`config.mk`:
```
export PLATFORM = sky130hd
export DESIGN_NAME = calc_cmd_issuer
export DESIGN_NICKNAME = d
export VERILOG_FILES = /design/src/rtl/calc_cmd_issuer.sv
export SDC_FILE = /design/constraint.sdc
export NUM_CORES = 1
export LEC_CHECK = 0
export BUFFER_PORTS_ARGS = -buffer_cell sky130_fd_sc_hd__buf_2
export CAP_MARGIN = 20
export CORE_ASPECT_RATIO = 1.4
export CORE_MARGIN = 4
export CORE_UTILIZATION = 56
export DETAILED_ROUTE_END_ITERATION = 10
export GPL_TIMING_DRIVEN = 0
export HOLD_SLACK_MARGIN = 0.05
export PLACE_DENSITY = 0.74
export SYNTH_ARGS = -nofsm -noshare
export SYNTH_HDL_FRONTEND = slang
export SYNTH_SLANG_ARGS = --single-unit
export TNS_END_PERCENT = 5
```
`constraint.sdc`:
```
create_clock -name Clk -period 2.9 [get_ports Clk]
set_clock_uncertainty 0.15 [all_clocks]
set_input_delay 0.29 -clock Clk [delete_from_list [all_inputs] [get_ports Clk]]
set_output_delay 0.29 -clock Clk [all_outputs]
set_load 0.1 [all_outputs]
```
`src/rtl/calc_cmd_issuer.sv`:
```
// Command issuer: queues keypad commands and replays each one to the ALU as a timed Perform strobe.
// Latency (defaults): accept at edge N -> OP/K after N+1, Perform N+2..N+3, Result/ResultValid after N+5.
// Backpressure: CmdReady = !full; CALC_ISSUER_STATUS_EN adds Level and sticky DropErr outputs.

module calc_cmd_fifo #(
    parameter int W     = 6,
    parameter int DEPTH = 4,
    localparam int AW   = $clog2(DEPTH)
) (
    input  logic          Clk,
    input  logic          Rst_n,
    input  logic          push_vld,
    input  logic [W-1:0]  push_dat,
    output logic          push_rdy,
    input  logic          pop,
    output logic [W-1:0]  pop_dat,
    output logic [AW:0]   level
);
    logic [W-1:0] mem [DEPTH];
    logic [AW:0]  wr_ptr;
    logic [AW:0]  rd_ptr;
    logic         full;
    logic         empty;
    logic         do_push;
    logic         do_pop;

    // Pointers carry one extra wrap bit so full and empty are distinguishable.
    assign full     = (wr_ptr[AW] != rd_ptr[AW]) && (wr_ptr[AW-1:0] == rd_ptr[AW-1:0]);
    assign empty    = (wr_ptr == rd_ptr);
    assign push_rdy = !full;
    assign do_push  = push_vld && !full;
    assign do_pop   = pop && !empty;
    assign pop_dat  = mem[rd_ptr[AW-1:0]];
    assign level    = wr_ptr - rd_ptr;

    always_ff @(posedge Clk) begin
        if (do_push) mem[wr_ptr[AW-1:0]] <= push_dat;
    end

    always_ff @(posedge Clk or negedge Rst_n) begin
        if (!Rst_n) begin
            wr_ptr <= '0;
            rd_ptr <= '0;
        end else begin
            if (do_push) wr_ptr <= wr_ptr + 1'b1;
            if (do_pop)  rd_ptr <= rd_ptr + 1'b1;
        end
    end
endmodule

module calc_cmd_issuer #(
    parameter int FIFO_DEPTH = 4,
    parameter int SETUP_CYC  = 1,
    parameter int PULSE_CYC  = 2,
    parameter int HOLD_CYC   = 1
) (
    input  logic       Clk,
    input  logic       Rst_n,
    input  logic       CmdValid,
    output logic       CmdReady,
    input  logic [2:0] CmdOP,
    input  logic [1:0] CmdK,
    input  logic       CmdClr,
    output logic       Perform,
    output logic [2:0] OP,
    output logic [1:0] K,
    output logic       Clr,
    input  logic [4:0] R0,
    output logic [4:0] Result,
    output logic       ResultValid,
    output logic       Busy
`ifdef CALC_ISSUER_STATUS_EN
    ,
    output logic [$clog2(FIFO_DEPTH):0] Level,
    output logic       DropErr
`endif
);
    localparam int M1   = (SETUP_CYC > PULSE_CYC) ? SETUP_CYC : PULSE_CYC;
    localparam int MAXC = (M1 > HOLD_CYC) ? M1 : HOLD_CYC;
    localparam int CW   = $clog2(MAXC + 1);
    localparam int AW   = $clog2(FIFO_DEPTH);

    typedef enum logic [1:0] {IDLE, SETUP, PULSE, HOLD} state_t;

    state_t        state;
    logic [CW-1:0] cnt;
    logic [5:0]    head_dat;
    logic [AW:0]   fifo_level;
    logic          fifo_empty;
    logic          pop;

    calc_cmd_fifo #(.W(6), .DEPTH(FIFO_DEPTH)) u_fifo (
        .Clk      (Clk),
        .Rst_n    (Rst_n),
        .push_vld (CmdValid),
        .push_dat ({CmdOP, CmdK, CmdClr}),
        .push_rdy (CmdReady),
        .pop      (pop),
        .pop_dat  (head_dat),
        .level    (fifo_level)
    );

    assign fifo_empty = (fifo_level == '0);
    // A pop happens when idle, or at the end of HOLD for back-to-back issue.
    assign pop  = !fifo_empty && ((state == IDLE) || ((state == HOLD) && (cnt == '0)));
    assign Busy = (state != IDLE) || !fifo_empty;

    always_ff @(posedge Clk or negedge Rst_n) begin
        if (!Rst_n) begin
            state       <= IDLE;
            cnt         <= '0;
            Perform     <= 1'b0;
            OP          <= '0;
            K           <= '0;
            Clr         <= 1'b0;
            Result      <= '0;
            ResultValid <= 1'b0;
        end else begin
            ResultValid <= 1'b0;
            if (pop) {OP, K, Clr} <= head_dat;
            case (state)
                IDLE: begin
                    if (!fifo_empty) begin
                        state <= SETUP;
                        cnt   <= CW'(SETUP_CYC - 1);
                    end
                end
                SETUP: begin
                    if (cnt == '0) begin
                        state   <= PULSE;
                        cnt     <= CW'(PULSE_CYC - 1);
                        Perform <= 1'b1;
                    end else begin
                        cnt <= cnt - 1'b1;
                    end
                end
                PULSE: begin
                    if (cnt == '0) begin
                        state   <= HOLD;
                        cnt     <= CW'(HOLD_CYC - 1);
                        Perform <= 1'b0;
                    end else begin
                        cnt <= cnt - 1'b1;
                    end
                end
                HOLD: begin
                    if (cnt == '0) begin
                        Result      <= R0;
                        ResultValid <= 1'b1;
                        if (!fifo_empty) begin
                            state <= SETUP;
                            cnt   <= CW'(SETUP_CYC - 1);
                        end else begin
                            state <= IDLE;
                        end
                    end else begin
                        cnt <= cnt - 1'b1;
                    end
                end
                default: state <= IDLE;
            endcase
        end
    end

`ifdef CALC_ISSUER_STATUS_EN
    assign Level = fifo_level;

    always_ff @(posedge Clk or negedge Rst_n) begin
        if (!Rst_n)                     DropErr <= 1'b0;
        else if (CmdValid && !CmdReady) DropErr <= 1'b1;
    end
`endif
endmodule
```
==> results by group <==
Status
  • Status: completed

STA
  • Fin crit period: 2.62 ns
  • Slew Viols, Final: 0
  • Least-Margin Pin Slew: 0.603 ns
  • Final setup fails: 0
  • Max-slew headroom: 59.8%
  • Post-route clock period utilization: 90.2%
  • RSZ-0062 raised after global routing: false
  • Sum Neg Setup Slack: 0 ns
  • F_max: 382 MHz
  • Hold Violations, Final: 0

Logic synthesis
  • Synth Instances: 126
  • Top_reg_cell synth: edfxtp_1
  • Synth Cell Area: 0.00204 sq mm
  • Register area share after synthesis: 63.5%
  • Post-synthesis net count: 152
  • FF+latch count, synth: 47
  • Synth top area cells: edfxtp_1, dfrtp_1, ha_1
  • Synth Warn #: 0
  • Synth unique cells: 32
  • Top post-synthesis cells by count: edfxtp_1, dfrtp_1, ha_1, mux2_2, nor2_1
  • Cell taking the most area after synthesis: edfxtp_1
  • Synth async-reset ratio: 48.9%
  • Most frequent cell after synthesis: edfxtp_1
  • Synth top area share: 35.3%
  • Post-synth EDFFs: 24
  • Syn_area_per_cell: 16.2 sq um

Place
  • Area of placed instances: 0.00223 sq mm
  • GP Congestion: 0.802
  • Post-detail-place hpwl: 2390 um
  • Buffers added on ports: 28

Floorplan
  • Initial Util: 59.3%
  • Die area: 0.00469 sq mm
  • FP Rows: 25
  • Die Y: 79.4 um
  • Die Width: 59.0 um
  • I/O pins: 29
  • Core outline area: 0.00344 sq mm

Clock tree
  • # H-tree levels: 2
  • Clock slew seen by the registers of the worst setup and hold paths: 0.08 ns
  • Clk buf depth: 2
  • Setup bufs post-CTS: 0
  • Total CTS buffers: 5
  • Root Buffer: clkbuf_8
  • Clock latency on the worst-skew pair: 0.29 ns
  • Sink Count: 47
  • TritonCTS clock tree: yes

Worst setup path
  • Arrival time at the worst endpoint: 2.18 ns
  • Reg2reg start: u_fifo.rd_ptr[1]
  • Max FO, Critical Path: 9
  • Crit start category: flip-flop
  • Crit path launch: u_fifo.rd_ptr[1]
  • Worst setup EP type: output pin
  • Req. time, crit path: 2.46 ns
  • CP Class: flip-flop to output pin

Cells and area
  • Layout cells sized above 1: 36.0%
  • Design Area, Final: 0.00235 sq mm
  • Area delta synth->final: 15.1%
  • Ant diodes: 0
  • Nets: 189

GRT
  • Largest net degree at the start of global routing: 24
  • GRT Resource Usage Total: 16.4%
  • Gr ovfl total: 0
  • First-pass GRT wire length: 5620 um
  • Initial antenna violation count: 0
  • Vias in the first global route: 1218

Drt
  • 1st-iter DRT viols: 21
  • DRC: 0
  • DR vias: 1108
  • Avg WL per Cell: 15.9 um
  • First-pass DRT Iterations: 4
  • Post-route antenna net violation count: 0
  • DRT Wirelength: 3250 um
  • Vias per cell: 5.43

Hold path
  • Class of the most critical hold timing path: input port to flip-flop
  • Hold_sp: CmdK[1]

Flow run
  • # Max-Cap Violations: 0
state kept, by name, summed over array words and instances, names as in the netlist, 2 cells and up:
register / count
u_fifo.mem: 24
Result: 5
OP: 3
u_fifo.rd_ptr: 3
u_fifo.wr_ptr: 3
K: 2
cnt: 2
state: 2
area by class of cell:
| class | count | area (sq um) |
|---|---|---|
| multi-input cells | 71 | 719 |
| clock buffers | 5 | 68.8 |
| well taps | 40 | 50.0 |
| inverters | 5 | 18.8 |
| fillers | 249 | 1090 |
| plain buffers | 2 | 7.51 |
| repair buffers | 31 | 173 |
| flip-flops and latches | 47 | 1300 |
| clock inverters | 3 | 15.0 |
per-stage QoR:
step	hold slack (ns)	util (%)	cells	worst slack, ns
after floorplan	-0.156	-	126	0.322
after global placement	0.140	64.8	194	0.126
after detailed placement	0.149	64.8	194	0.0117
after CTS	0.0518	67.7	203	0.0171
after global routing	0.0579	68.3	204	0.0711
final	0.0596	68.3	204	0.284
layout by cell type (no fill, tap or decap), types with 4 or more instances in the layout:
master and n:
buf_2 27, edfxtp_1 24, dfrtp_1 23, mux2_2 12
ha_1 12, nor2_1 7, mux4_2 6, inv_1 5
clkbuf_8 5, and2_1 4
what timing repair did:
item,CTS,global route
hold buffers,1,2
hold endpoints to repair,23,8
setup endpoints to repair,7,27
gates resized for setup,2,1
cloned,0,0
critical path: stages (launching register included):
cell and delay [ns]:
dfrtp_1 0.57, inv_1 0.09, ha_1 0.21, or2b_1 0.26, xor2_2 0.19, and2_2 0.23, nand2_1 0.07, buf_4 0.28
path summary, 6_finish.rpt:
| path | endpoint | slack, ns | depth (start not counted) |
|---|---|---|---|
| worst max register to register | u_fifo.mem[0][5] | 0.37 | 6 |
| worst min-delay path | u_fifo.mem[3][2] | 0.06 | 1 |
| max in group asynchronous | Clr | 1.90 | 2 |
| min in group asynchronous | state[1] | 0.35 | 2 |
| worst min register to register | Result[0] | 0.35 | 1 |
| worst max-delay path | Busy | 0.28 | 7 |
kinds of logic (layout without fill, tap and decap cells):
logic type | Yosys count | in the layout | synth area share (%)
mux | 19 | 19 | 13.8
fa+ha+maj | 12 | 12 | 7.36
flops | 47 | 47 | 63.5
compound gates | 12 | 12 | 4.60
buf+inv | 8 | 46 | 1.47
xor+xnor | 6 | 6 | 3.31
simple gates | 22 | 22 | 5.95
per-layer routing:
layer,track usage (%),routed length [um],vias to the layer above
li1,-,-,533
met1,18.5,1180,545
met2,29.9,1860,28
met3,4.69,190,2
met4,4.08,15,0
met5,0,0,-
Power is left out: the tool's default activity adds up to more than one toggle a clock period on the data nets, which glitch-free logic cannot reach.
